## src/rtl/mul_pipe_pkg.sv

```systemverilog
// Shared definitions for the pipelined shift-add multiplier.
//
// Contents:
//   MinWidth/MaxWidth   legal operand width range
//   latency()           pipeline latency in enabled clock edges for a given operand width
//   abs_val()           magnitude of a zero-extended operand
//   neg()               two's-complement negate at full product width
//
// Optional feature: MUL_PIPE_USER_EN (see mul_pipeline_param) adds a user sideband.
package mul_pipe_pkg;

    localparam int unsigned MinWidth = 2;
    localparam int unsigned MaxWidth = 32;
    localparam int unsigned MaxProdW = 2 * MaxWidth;

    // One edge into the magnitude stage, WIDTH-1 accumulate stages, then the output stage
    // adds the last partial product; the pipeline depth therefore equals the operand width.
    function automatic int unsigned latency(input int unsigned width);
        return width;
    endfunction

    // x is the operand zero-extended to MaxWidth. Callers keep only the low WIDTH bits;
    // the magnitude of the most negative value (2^(W-1)) still fits in W unsigned bits.
    function automatic logic [MaxWidth-1:0] abs_val(input logic [MaxWidth-1:0] x,
                                                    input logic               is_neg);
        return is_neg ? -x : x;
    endfunction

    function automatic logic [MaxProdW-1:0] neg(input logic [MaxProdW-1:0] x);
        return -x;
    endfunction

endpackage

```

## src/rtl/mul_pipe_stage.sv

```systemverilog
// One accumulate stage of the shift-add multiplier.
//
// Adds the current multiplicand to the partial sum when bit 0 of the remaining multiplier
// is set, then shifts the multiplicand left and the multiplier right for the next stage.
// Invalid slots load zero data. All state holds while en is low.
//
// Ports:
//   clk, rst_n       clock, synchronous active-low reset
//   en               pipeline advance enable
//   valid_i..sign_i  slot from the previous stage
//   valid_o..sign_o  registered slot for the next stage
//   user_i/user_o    sideband tag (only with MUL_PIPE_USER_EN)
module mul_pipe_stage
    import mul_pipe_pkg::*;
#(
    parameter int unsigned WIDTH = 8,
`ifdef MUL_PIPE_USER_EN
    parameter int unsigned USER_W = 4,
`endif
    localparam int unsigned PROD_W = 2 * WIDTH
) (
    input  logic              clk,
    input  logic              rst_n,
    input  logic              en,
    input  logic              valid_i,
    input  logic [PROD_W-1:0] mcand_i,
    input  logic [WIDTH-1:0]  mplier_i,
    input  logic [PROD_W-1:0] psum_i,
    input  logic              sign_i,
`ifdef MUL_PIPE_USER_EN
    input  logic [USER_W-1:0] user_i,
    output logic [USER_W-1:0] user_o,
`endif
    output logic              valid_o,
    output logic [PROD_W-1:0] mcand_o,
    output logic [WIDTH-1:0]  mplier_o,
    output logic [PROD_W-1:0] psum_o,
    output logic              sign_o
);

    logic              valid_q;
    logic [PROD_W-1:0] mcand_q;
    logic [WIDTH-1:0]  mplier_q;
    logic [PROD_W-1:0] psum_q;
    logic              sign_q;

    always_ff @(posedge clk) begin
        if (!rst_n) begin
            valid_q  <= 1'b0;
            mcand_q  <= '0;
            mplier_q <= '0;
            psum_q   <= '0;
            sign_q   <= 1'b0;
        end else if (en) begin
            valid_q <= valid_i;
            if (valid_i) begin
                psum_q   <= psum_i + (mplier_i[0] ? mcand_i : '0);
                mcand_q  <= {mcand_i[PROD_W-2:0], 1'b0};
                mplier_q <= {1'b0, mplier_i[WIDTH-1:1]};
                sign_q   <= sign_i;
            end else begin
                psum_q   <= '0;
                mcand_q  <= '0;
                mplier_q <= '0;
                sign_q   <= 1'b0;
            end
        end
    end

`ifdef MUL_PIPE_USER_EN
    logic [USER_W-1:0] user_q;

    always_ff @(posedge clk) begin
        if (!rst_n) begin
            user_q <= '0;
        end else if (en) begin
            user_q <= valid_i ? user_i : '0;
        end
    end

    assign user_o = user_q;
`endif

    assign valid_o  = valid_q;
    assign mcand_o  = mcand_q;
    assign mplier_o = mplier_q;
    assign psum_o   = psum_q;
    assign sign_o   = sign_q;

endmodule

```

## src/rtl/mul_pipeline_param.sv

```systemverilog
// Fully pipelined WIDTH x WIDTH shift-add multiplier with full-width product,
// per-transaction signed/unsigned mode and output backpressure. Latency is WIDTH enabled
// edges, throughput one transaction per cycle.
//
// Pipeline: stage 0 registers |a|, |b| and the result sign; stages 1..WIDTH-1 each add one
// partial product; the output stage adds the final partial product, applies the negate and
// drives p_o. The whole pipeline stalls while a result is held on the output.
//
// Ports:
//   clk, rst_n        clock, synchronous active-low reset
//   valid_i, ready_o  input handshake (ready_o = ready_i | ~valid_o)
//   a_i, b_i          operands; signed_i selects two's complement
//   p_o, valid_o      product and its valid
//   ready_i           downstream accepts p_o
//   user_i, user_o    sideband tag aligned with p_o (only with MUL_PIPE_USER_EN)
//
// Optional feature: define MUL_PIPE_USER_EN to add the USER_W-bit user sideband.
module mul_pipeline_param
    import mul_pipe_pkg::*;
#(
    parameter int unsigned WIDTH = 8,
`ifdef MUL_PIPE_USER_EN
    parameter int unsigned USER_W = 4,
`endif
    localparam int unsigned PROD_W = 2 * WIDTH
) (
    input  logic              clk,
    input  logic              rst_n,
    input  logic              valid_i,
    output logic              ready_o,
    input  logic [WIDTH-1:0]  a_i,
    input  logic [WIDTH-1:0]  b_i,
    input  logic              signed_i,
`ifdef MUL_PIPE_USER_EN
    input  logic [USER_W-1:0] user_i,
    output logic [USER_W-1:0] user_o,
`endif
    output logic [PROD_W-1:0] p_o,
    output logic              valid_o,
    input  logic              ready_i
);

    logic en;

    // Slot k of each array is the output of stage k; slot 0 is the magnitude stage.
    logic              valid_s  [WIDTH];
    logic [PROD_W-1:0] mcand_s  [WIDTH];
    logic [WIDTH-1:0]  mplier_s [WIDTH];
    logic [PROD_W-1:0] psum_s   [WIDTH];
    logic              sign_s   [WIDTH];

    logic              s0_valid_q;
    logic [PROD_W-1:0] s0_mcand_q;
    logic [WIDTH-1:0]  s0_mplier_q;
    logic              s0_sign_q;

    logic [WIDTH-1:0]  a_abs;
    logic [WIDTH-1:0]  b_abs;
    logic              sign_d;

    logic              out_valid_q;
    logic [PROD_W-1:0] out_p_q;
    logic [PROD_W-1:0] sum_fin;
    logic [PROD_W-1:0] p_d;

    assign en      = ready_i | ~out_valid_q;
    assign ready_o = en;

    always_comb begin
        a_abs  = WIDTH'(abs_val(MaxWidth'(a_i), signed_i & a_i[WIDTH-1]));
        b_abs  = WIDTH'(abs_val(MaxWidth'(b_i), signed_i & b_i[WIDTH-1]));
        sign_d = signed_i & (a_i[WIDTH-1] ^ b_i[WIDTH-1]);
    end

    // Stage 0: operand magnitudes and result sign.
    always_ff @(posedge clk) begin
        if (!rst_n) begin
            s0_valid_q  <= 1'b0;
            s0_mcand_q  <= '0;
            s0_mplier_q <= '0;
            s0_sign_q   <= 1'b0;
        end else if (en) begin
            s0_valid_q <= valid_i;
            if (valid_i) begin
                s0_mcand_q  <= PROD_W'(a_abs);
                s0_mplier_q <= b_abs;
                s0_sign_q   <= sign_d;
            end else begin
                s0_mcand_q  <= '0;
                s0_mplier_q <= '0;
                s0_sign_q   <= 1'b0;
            end
        end
    end

    assign valid_s[0]  = s0_valid_q;
    assign mcand_s[0]  = s0_mcand_q;
    assign mplier_s[0] = s0_mplier_q;
    assign psum_s[0]   = '0;
    assign sign_s[0]   = s0_sign_q;

`ifdef MUL_PIPE_USER_EN
    logic [USER_W-1:0] user_s [WIDTH];
    logic [USER_W-1:0] s0_user_q;
    logic [USER_W-1:0] out_user_q;

    always_ff @(posedge clk) begin
        if (!rst_n) begin
            s0_user_q  <= '0;
            out_user_q <= '0;
        end else if (en) begin
            s0_user_q  <= valid_i ? user_i : '0;
            out_user_q <= valid_s[WIDTH-1] ? user_s[WIDTH-1] : '0;
        end
    end

    assign user_s[0] = s0_user_q;
    assign user_o    = out_user_q;
`endif

    for (genvar k = 1; k < int'(WIDTH); k++) begin : g_stage
        mul_pipe_stage #(
            .WIDTH  (WIDTH)
`ifdef MUL_PIPE_USER_EN
            , .USER_W (USER_W)
`endif
        ) u_stage (
            .clk      (clk),
            .rst_n    (rst_n),
            .en       (en),
            .valid_i  (valid_s[k-1]),
            .mcand_i  (mcand_s[k-1]),
            .mplier_i (mplier_s[k-1]),
            .psum_i   (psum_s[k-1]),
            .sign_i   (sign_s[k-1]),
`ifdef MUL_PIPE_USER_EN
            .user_i   (user_s[k-1]),
            .user_o   (user_s[k]),
`endif
            .valid_o  (valid_s[k]),
            .mcand_o  (mcand_s[k]),
            .mplier_o (mplier_s[k]),
            .psum_o   (psum_s[k]),
            .sign_o   (sign_s[k])
        );
    end

    // Output stage: last partial product (multiplier MSB) plus the sign correction.
    always_comb begin
        sum_fin = psum_s[WIDTH-1] + (mplier_s[WIDTH-1][0] ? mcand_s[WIDTH-1] : '0);
        p_d     = sign_s[WIDTH-1] ? PROD_W'(neg(MaxProdW'(sum_fin))) : sum_fin;
    end

    always_ff @(posedge clk) begin
        if (!rst_n) begin
            out_valid_q <= 1'b0;
            out_p_q     <= '0;
        end else if (en) begin
            out_valid_q <= valid_s[WIDTH-1];
            out_p_q     <= valid_s[WIDTH-1] ? p_d : '0;
        end
    end

    assign valid_o = out_valid_q;
    assign p_o     = out_p_q;

endmodule

```

## config.mk

```make
export PLATFORM = sky130hd
export DESIGN_NAME = mul_pipeline_param
export DESIGN_NICKNAME = d
export VERILOG_FILES = /design/src/rtl/mul_pipe_pkg.sv /design/src/rtl/mul_pipe_stage.sv /design/src/rtl/mul_pipeline_param.sv
export SDC_FILE = /design/constraint.sdc
export NUM_CORES = 1
export LEC_CHECK = 0
export ABC_CLOCK_PERIOD_IN_PS = 3250
export CORE_ASPECT_RATIO = 0.8
export CORE_MARGIN = 3
export CORE_UTILIZATION = 55
export DETAILED_ROUTE_END_ITERATION = 6
export PLACE_DENSITY = 0.73
export REMOVE_ABC_BUFFERS = 1
export SLEW_MARGIN = 15
export SYNTH_ARGS = -nofsm -noshare
export SYNTH_HDL_FRONTEND = slang
export SYNTH_SLANG_ARGS = --single-unit
```

## constraint.sdc

```tcl
create_clock -name clk -period 3.25 [get_ports clk]
set_input_delay 0.4875 -clock clk [delete_from_list [all_inputs] [get_ports clk]]
set_output_delay 0.4875 -clock clk [all_outputs]
set_load 0.01 [all_outputs]
```

==> impl_metrics.py, run 1 <==
metrics = {
    "yosys": {
        "synth.distinct_cells": 62,
        "yosysSeqAreaShare_pct": 38.7,
        "synth.avg_cell_area_um2": 8.51,
        "synth_top_area_share_pct": 38.7,
        "netlist_area_um2": 11200,
        "yosys.area.top_type": "dfxtp_1",
        "synthArstFlopShare_pct": 0,
        "synth_warnings": 0,
        "ys_ff_latch": 216,
        "ys.flop_type": "dfxtp_1",
        "synth_edf_count": 0,
        "synth.most_common_cell": "dfxtp_1",
        "synth_cells": 1314,
        "synth_top_cells_by_area": "dfxtp_1 (39%), a21boi_0 (8.9%), nand3_1 (7.4%), ha_1 (6.5%), nand2_1 (5.9%)",
        "synth_commonest_cells": "dfxtp_1 (216), nand2_1 (175), nand3_1 (165), a21boi_0 (132), clkbuf_1 (69)",
    },
    "power_and_ir_drop": {
        "p_total_w": 0.00557,
        "powerDensity_nw_per_um2": 446,
        "vdd_ir_drop_max_v": 0.000318,
        "leakage_nw": 4.70,
    },
    "route": {
        "post_drt_wl_per_cell_um": 16.0,
        "drc": 0,
        "wirelength_um": 25100,
        "final_antenna_net_count": 0,
        "vias": 9132,
        "drtPass1Iterations": 5,
        "drt_iter0_markers": 914,
        "viasPerCell": 5.82,
    },
    "cts": {
        "cts_hold_buffers": 0,
        "clk_path_buf_depth": 3,
        "clk_latency_ns": 0.50,
        "cts-root-buf": "clkbuf_16",
        "clkSinkCount": 216,
        "htree_levels": 1,
        "cts_buffers": 23,
        "cts.reportedPaths.clkPinSlew_ns": 0.06,
        "cts_tree": "done",
        "cts_setup_buffers": 0,
        "cts_resized": 0,
    },
    "placement": {
        "dpl_cell_area_um2": 11700,
        "portBuffers": 38,
        "gp_congestion": 0.863,
        "hpwlAfterDp_um": 16700,
    },
    "timing": {
        "finalHoldViolCount": 0,
        "final.period_utilization_pct": 81.6,
        "slew_violations": 0,
        "setup-violations-final": 0,
        "fmax_mhz": 377,
        "finalSetupTns_ns": 0,
        "worst_clock_skew_ns": 0.00636,
        "max-slew-margin-rel_pct": 31.6,
        "rsz0062_at_grt": "no",
        "timing.hold.ws_ns": 0.457,
        "worst_pin_slew_ns": 1.03,
        "min_period_ns": 2.65,
    },
    "grt": {
        "gr-total-overflow": 0,
        "grt.total_usage_pct": 22.9,
        "grt_pass1_vias": 8543,
        "grt_pass1_wl_um": 42700,
        "antenna_found_initial": 0,
        "grt_max_degree": 218,
    },
    "die": {
        "row_count": 45,
        "die_area_um2": 22100,
        "dieWidth_um": 165,
        "core_um2": 19500,
        "ios": 39,
        "start_util_pct": 57.4,
        "fp.dieH_um": 134,
    },
    "cells_and_area": {
        "final_util_pct": 64.0,
        "drive_above_1_share_pct": 5.95,
        "nets": 1383,
        "n_antenna_cell": 0,
        "syn2layout_area_growth_pct": 11.6,
        "design_area_um2": 12500,
    },
    "critical_path": {
        "worstPathRequired_ns": 3.64,
        "critPathCaptureType": "flop",
        "path_max_fanout": 9,
        "crit_slowest_cell": "fa_1",
        "critPathKind": "reg -> reg",
        "startpoint_type": "flop",
        "slowest_delay_ns": 0.44,
        "worst-path-buf-inv": 0,
        "path_cells": "and2_1, ha_1, fa_1, a21o_2, a211oi_1, nor2_1, nor4b_1, mux2i_1, o2bb2ai_1",
        "arrival_ns": 3.04,
        "critPathTopFamily": "adder cells",
    },
    "worst_hold_path": {
        "hold_class": "in -> reg",
    },
    "run_status": {
        "status": "finished clean",
    },
    "job": {
        "cap_viol_max_count": 0,
    },
}
==> registers in the layout, indices dropped and copies added, names as in the netlist <==
name                      cells
g_stage.u_stage.psum_o       83
g_stage.u_stage.mplier_o     28
s0_sign_q                     1
g_stage.u_stage.mcand_o      56
valid_o                       1
g_stage.u_stage.valid_o       7
s0_mcand_q                    8
p_o                          16
s0_valid_q                    1
s0_mplier_q                   8
g_stage.u_stage.sign_o        7
==> metal layers <==
metal | track usage, % | share of wire, % | wire length, µm | vias up
li1 | - | - | - | 4589
met1 | 36.9 | 53 | 13300 | 4337
met2 | 32.6 | 41 | 10300 | 174
met3 | 3.05 | 4.6 | 1160 | 32
met4 | 3.93 | 1.5 | 370 | 0
met5 | 0 | 0 | 0 | -
==> metrics by stage <==
stage          std cells  setup slack [ns]
6_report            1569             0.599
5_1_grt             1569             0.466
2_1_floorplan       1216            -12.33
3_5_place_dp        1530             0.630
3_3_place_gp        1530             0.675
4_1_cts             1569             0.612
==> worst reg2reg max path, cell delays in order (launching register included) <==
cell	delay (ns)
dfxtp_1	0.37
and2_1	0.17
ha_1	0.23
fa_1	0.44
a21o_2	0.22
a211oi_1	0.31
nor2_1	0.14
nor4b_1	0.35
mux2i_1	0.23
o2bb2ai_1	0.09
==> layout by cell type, fill, tap and decap left out, drive strengths merged, types with 2 or more instances in the layout <==
cell type,instances
buf,19
nand4b,9
and2,65
a21o,21
xor2,27
clkdlybuf4s50,37
dfxtp,216
clkbuf,30
nor2,27
a31oi,7
a31o,9
o21a,7
a21oi,37
a211oi,3
nor3,13
mux2,2
clkinv,4
nor2b,59
or3,7
inv,16
o21ai,21
a2bb2oi,4
o211ai,5
nor4,3
xnor2,22
o41ai,3
fa,7
nand4,9
o21bai,8
mux2i,11
a21boi,132
and3,2
o31ai,5
a22oi,47
nand3,165
ha,58
nand2,175
bufinv,3
==> cell type report <==
cell class	count	area, µm²
flip-flops and latches	216	4320
clock buffers	30	652
repair buffers	56	554
clock inverters	9	130
inverters	15	58.8
fillers	1727	7010
multi-input cells	985	6430
well taps	258	323
==> worst paths after layout <==
check                                       from                            end  slack (ns)  cells after the start
setup / recovery  g_stage[7].u_stage.mplier_o[0]                        p_o[15]        0.60                      9
hold / removal                             rst_n  g_stage[7].u_stage.psum_o[14]        0.46                      2
setup reg to reg  g_stage[7].u_stage.mplier_o[0]                        p_o[15]        0.60                      9
hold reg to reg     g_stage[6].u_stage.psum_o[5]   g_stage[6].u_stage.psum_o[5]        0.46                      2
==> power breakdown <==
part	switching [W]	internal (W)	total, W
sequential	0.0000166	0.00266	0.00268
clock	0.00107	0.00165	0.00272
combinational	0.0000898	0.0000824	0.000172
total	0.00117	0.00439	0.00557
==> logic make-up after synthesis <==
family | synth area share [%]
AND/OR/NAND/NOR | 24.1
AO/OA/AOI/OAI | 20.6
flip-flops | 38.7
buffers and inverters | 3.87
adder cells (fa/ha/maj) | 7.74
XOR/XNOR | 3.91
multiplexers | 1.19
Power figures use the tool's default switching activity.
==> inputs of run 2 (changes only) <==
- ABC_CLOCK_PERIOD_IN_PS: 3250 -> 2440
- clock period: 3.25 -> 2.44 ns (I/O delays scaled with it)
==> run 2 against run 1 <==
Against the previous run:
- sequential power up 33%
- combinational power up 37%
- wire length up 3.8%
- largest cell class unchanged
- largest power group is now registers
==> impl_metrics.py, run 2 (synthesized netlist as in run 1, its figures left out) <==
metrics = {
    "run_status": {
        "status": "finished clean",
    },
    "cts": {
        "clk_latency_ns": 0.52,
        "cts-root-buf": "clkbuf_16",
        "clkSinkCount": 216,
        "htree_levels": 1,
        "clk_path_buf_depth": 3,
        "cts_buffers": 22,
        "cts_hold_buffers": 0,
        "cts_tree": "done",
        "cts.reportedPaths.clkPinSlew_ns": 0.06,
    },
    "route": {
        "drc": 0,
        "final_antenna_net_count": 0,
        "viasPerCell": 5.78,
        "drtPass1Iterations": 5,
        "post_drt_wl_per_cell_um": 16.3,
        "wirelength_um": 26100,
        "drt_iter0_markers": 891,
        "vias": 9256,
    },
    "timing": {
        "max-slew-margin-rel_pct": 53.8,
        "min_period_ns": 2.43,
        "timing.hold.ws_ns": 0.224,
        "worst_pin_slew_ns": 0.692,
        "setup-violations-final": 0,
        "final.period_utilization_pct": 99.5,
        "slew_violations": 0,
        "finalHoldViolCount": 0,
        "worst_clock_skew_ns": 0.0196,
        "fmax_mhz": 412,
        "rsz0062_at_grt": "yes",
    },
    "cells_and_area": {
        "layout_common_cells": "dfxtp_1 (215), nand2_1 (174), nand3_1 (164), a21boi_0 (132), and2_1 (60)",
        "fin_cells": 1601,
        "syn2layout_area_growth_pct": 14.9,
        "nets": 1413,
        "largest_reg_flops": 83,
        "final_common_cell": "dfxtp_1",
        "n_antenna_cell": 0,
        "final_util_pct": 66.0,
        "drive_above_1_share_pct": 9.68,
    },
    "placement": {
        "dp.cells": 1555,
        "gp_congestion": 0.868,
        "portBuffers": 38,
        "hpwlAfterDp_um": 17700,
    },
    "critical_path": {
        "arrival_ns": 2.84,
        "worstPathRequired_ns": 2.85,
        "path_max_fanout": 3,
        "critPathKind": "reg -> reg",
        "critPathCaptureType": "flop",
        "startpoint_type": "flop",
    },
    "grt": {
        "grt_max_degree": 124,
        "grt.total_usage_pct": 23.5,
        "antenna_found_initial": 0,
        "grt_pass1_vias": 8668,
        "gr-total-overflow": 0,
        "grt_pass1_wl_um": 43700,
    },
    "die": {
        "row_count": 45,
        "core_um2": 19500,
        "fp.dieH_um": 134,
        "ios": 39,
        "start_util_pct": 57.4,
        "dieWidth_um": 165,
        "die_area_um2": 22100,
    },
    "power_and_ir_drop": {
        "powerDensity_nw_per_um2": 572,
        "leakage_nw": 4.89,
        "vdd_ir_drop_max_v": 0.000485,
    },
    "job": {
        "cap_viol_max_count": 0,
    },
    "worst_hold_path": {
        "hold_class": "in -> reg",
    },
}
==> run 2: worst max-delay path: stages, from the launching register on <==
cell and delay (ns):
dfxtp_1 0.31, and2_4 0.16, ha_4 0.16, fa_2 0.39, buf_4 0.15, xor2_1 0.17, buf_4 0.16, nor2_4 0.09
o211ai_1 0.16, o41ai_2 0.35, xnor2_1 0.16, o21ai_1 0.07
==> run 2: power breakdown <==
group	switching (W)	internal, W
logic	0.000122	0.000113
clock network	0.00141	0.00214
registers	0.0000182	0.00354
==> run 2: stage by stage <==
step                      setup slack [ns]  setup TNS, ns  cell area, µm²  total power (W)
final                               0.0119              0           12800          0.00735
after global routing                -0.100         -0.176           12800          0.00755
after CTS                          0.00499              0           12700          0.00739
after detailed placement           -0.0628        -0.0628           11900          0.00388
after global placement            -0.00673       -0.00673           11900          0.00387
after floorplan                     -13.02       -2727.72           10800          0.00374
==> run 2: final cells by class <==
type	count	area, µm²
flip-flops and latches	216	4330
clock inverters	7	124
clock buffers	33	642
multi-input cells	985	6590
repair buffers	87	791
fillers	1620	6630
inverters	15	58.8
well taps	258	323
==> run 2: final timing paths <==
kind / start / end / slack [ns] / cells after the start
setup / recovery: g_stage[7].u_stage.mcand_o[7] / p_o[14] / 0.01 / 11
hold / removal: rst_n / g_stage[7].u_stage.psum_o[14] / 0.22 / 2
setup reg to reg: g_stage[7].u_stage.mcand_o[7] / p_o[14] / 0.01 / 11
hold reg to reg: g_stage[2].u_stage.psum_o[8] / g_stage[2].u_stage.psum_o[8] / 0.46 / 2
==> run 2: layer usage <==
layer	share of wire (%)	GRT usage, %	routed length, µm	vias up
met2	41	33.3	10600	189
met4	1.2	3.93	323	0
met1	53	38.2	13800	4389
met5	0	0	0	-
met3	5.0	3.14	1320	30
li1	-	-	-	4648
==> run 2: timing repair <==
action / in CTS / in global routing
resized for setup: 8 / 26
setup endpoints to repair: 3 / 11
buffers inserted: 0 / 6
pin swaps: 2 / 13
==> inputs of run 3 (changes only) <==
- ABC_CLOCK_PERIOD_IN_PS: 2440 -> 2400
- CORE_UTILIZATION: 55 -> 45
- PLACE_DENSITY: 0.73 -> unset
- clock period: 2.44 -> 2.4 ns (I/O delays scaled with it)
==> run 3 against run 2 <==
Against the previous run:
- register-to-register slack is essentially flat
- largest power group is now the clock network
- wire length grew 1.3%
- critical path depth shrank 1
- first-iteration DRC count shrank 30%
- global-route usage shrank 4.5 points
- largest cell class unchanged
==> impl_metrics.py, run 3 (synthesized netlist as in run 1, its figures left out) <==
metrics = {
    "timing": {
        "timing.hold.ws_ns": 0.257,
        "worst_pin_slew_ns": 0.689,
        "finalHoldViolCount": 0,
        "fin_ws_ns": 0.0113,
        "min_period_ns": 2.39,
        "slew_violations": 0,
        "worst_clock_skew_ns": 0.0170,
        "setup-violations-final": 0,
        "fmax_mhz": 419,
        "final.period_utilization_pct": 99.5,
        "finalSetupTns_ns": 0,
        "rsz0062_at_grt": "yes",
        "max-slew-margin-rel_pct": 54.0,
    },
    "placement": {
        "hpwlAfterDp_um": 18000,
        "place_ws_ns": -0.109,
        "dpl_cell_area_um2": 12100,
        "portBuffers": 38,
        "gp_congestion": 0.831,
        "dp.cells": 1624,
    },
    "grt": {
        "grt_pass1_vias": 8530,
        "grt.total_usage_pct": 19.1,
        "antenna_found_initial": 0,
        "grt_max_degree": 100,
        "grt_pass1_wl_um": 43700,
        "gr-total-overflow": 0,
    },
    "power_and_ir_drop": {
        "vdd_ir_drop_max_v": 0.000462,
        "leakage_nw": 5.05,
        "powerDensity_nw_per_um2": 599,
    },
    "die": {
        "row_count": 50,
        "core_um2": 23900,
        "fp.dieH_um": 147,
        "die_area_um2": 26800,
        "ios": 39,
        "start_util_pct": 46.8,
        "dieWidth_um": 182,
    },
    "cts": {
        "cts.reportedPaths.clkPinSlew_ns": 0.06,
        "cts_buffers": 25,
        "clkSinkCount": 216,
        "htree_levels": 1,
        "cts_hold_buffers": 0,
        "cts_tree": "done",
        "cts-root-buf": "clkbuf_16",
        "clk_path_buf_depth": 3,
        "clk_latency_ns": 0.51,
    },
    "cells_and_area": {
        "design_area_um2": 13200,
        "layout_common_cells": "dfxtp_1 (214), nand2_1 (175), nand3_1 (164), a21boi_0 (132), and2_1 (59)",
        "nets": 1430,
        "fin_cells": 1674,
        "largest_reg_flops": 83,
        "final_common_cell": "dfxtp_1",
        "syn2layout_area_growth_pct": 18.4,
        "drive_above_1_share_pct": 11.8,
    },
    "route": {
        "wirelength_um": 26400,
        "drt_iter0_markers": 623,
        "viasPerCell": 5.50,
        "final_antenna_net_count": 0,
        "post_drt_wl_per_cell_um": 15.8,
        "vias": 9211,
        "drtPass1Iterations": 5,
        "drc": 0,
    },
    "critical_path": {
        "critPathCaptureType": "flop",
        "critPathKind": "reg -> reg",
        "path_max_fanout": 3,
        "startpoint_type": "flop",
        "arrival_ns": 2.79,
        "worstPathRequired_ns": 2.80,
    },
    "run_status": {
        "status": "finished clean",
    },
    "job": {
        "cap_viol_max_count": 0,
    },
    "worst_hold_path": {
        "hold_class": "in -> reg",
    },
}
-- run 3: cell count changes in the layout (fill, tap and decap cells not counted), sizes merged --
cell and delta:
buf +14, clkinvlp -1, inv +1, bufinv +1, diode +1, clkinv +3
-- run 3: cell type report --
type	instances	area [µm²]
diodes	1	2.50
clock buffers	33	726
clock inverters	11	161
fillers	2229	10700
inverters	15	58.8
multi-input cells	985	6650
flip-flops and latches	216	4330
well taps	312	390
repair buffers	101	928
-- run 3: layer usage --
layer  track usage, %  vias to the layer above  part of all wire [%]
li1                 -                     4679                     -
met1             31.8                     4373                    57
met2             25.8                      131                    38
met3             2.48                       28                   3.4
met4             3.31                        0                   1.3
met5                0                        -                     0
-- run 3: final timing paths --
kind	start	to	cells after the start	slack, ns
worst max-delay path	g_stage[7].u_stage.mcand_o[7]	p_o[14]	10	0.01
worst min-delay path	rst_n	g_stage[7].u_stage.psum_o[14]	2	0.26
worst max register to register	g_stage[7].u_stage.mcand_o[7]	p_o[14]	10	0.01
worst min register to register	p_o[14]	p_o[14]	2	0.46
-- run 3: report_power, final --
part | internal (W) | total (W) | switching, W
Clock | 0.00255 | 0.00406 | 0.00152
Combinational | 0.000117 | 0.000248 | 0.000130
Sequential | 0.00361 | 0.00362 | 0.0000168
Total | 0.00627 | 0.00793 | 0.00166
-- run 3: worst max-delay path: stages, from the launching register on --
cell and delay [ns]:
dfxtp_1 0.31, and2_4 0.16, ha_4 0.16, fa_2 0.39, a21o_4 0.23, a211oi_4 0.21
buf_4 0.14, o211ai_1 0.12, o41ai_2 0.34, xnor2_1 0.16, o21ai_1 0.07
-- run 3: per-stage QoR --
stage | power, W | utilization [%]
after detailed placement | 0.00395 | 50.6
after CTS | 0.00802 | 54.6
final | 0.00793 | 55.4
after global placement | 0.00395 | 50.6
after floorplan | 0.00381 | -
after global routing | 0.00820 | 55.4
-- run 3: what timing repair did --
action / 4_1_cts / 5_1_grt
resized for setup: 15 / 33
setup endpoints to repair: 4 / 16
pin swaps: 6 / 18
setup buffers: 2 / 4
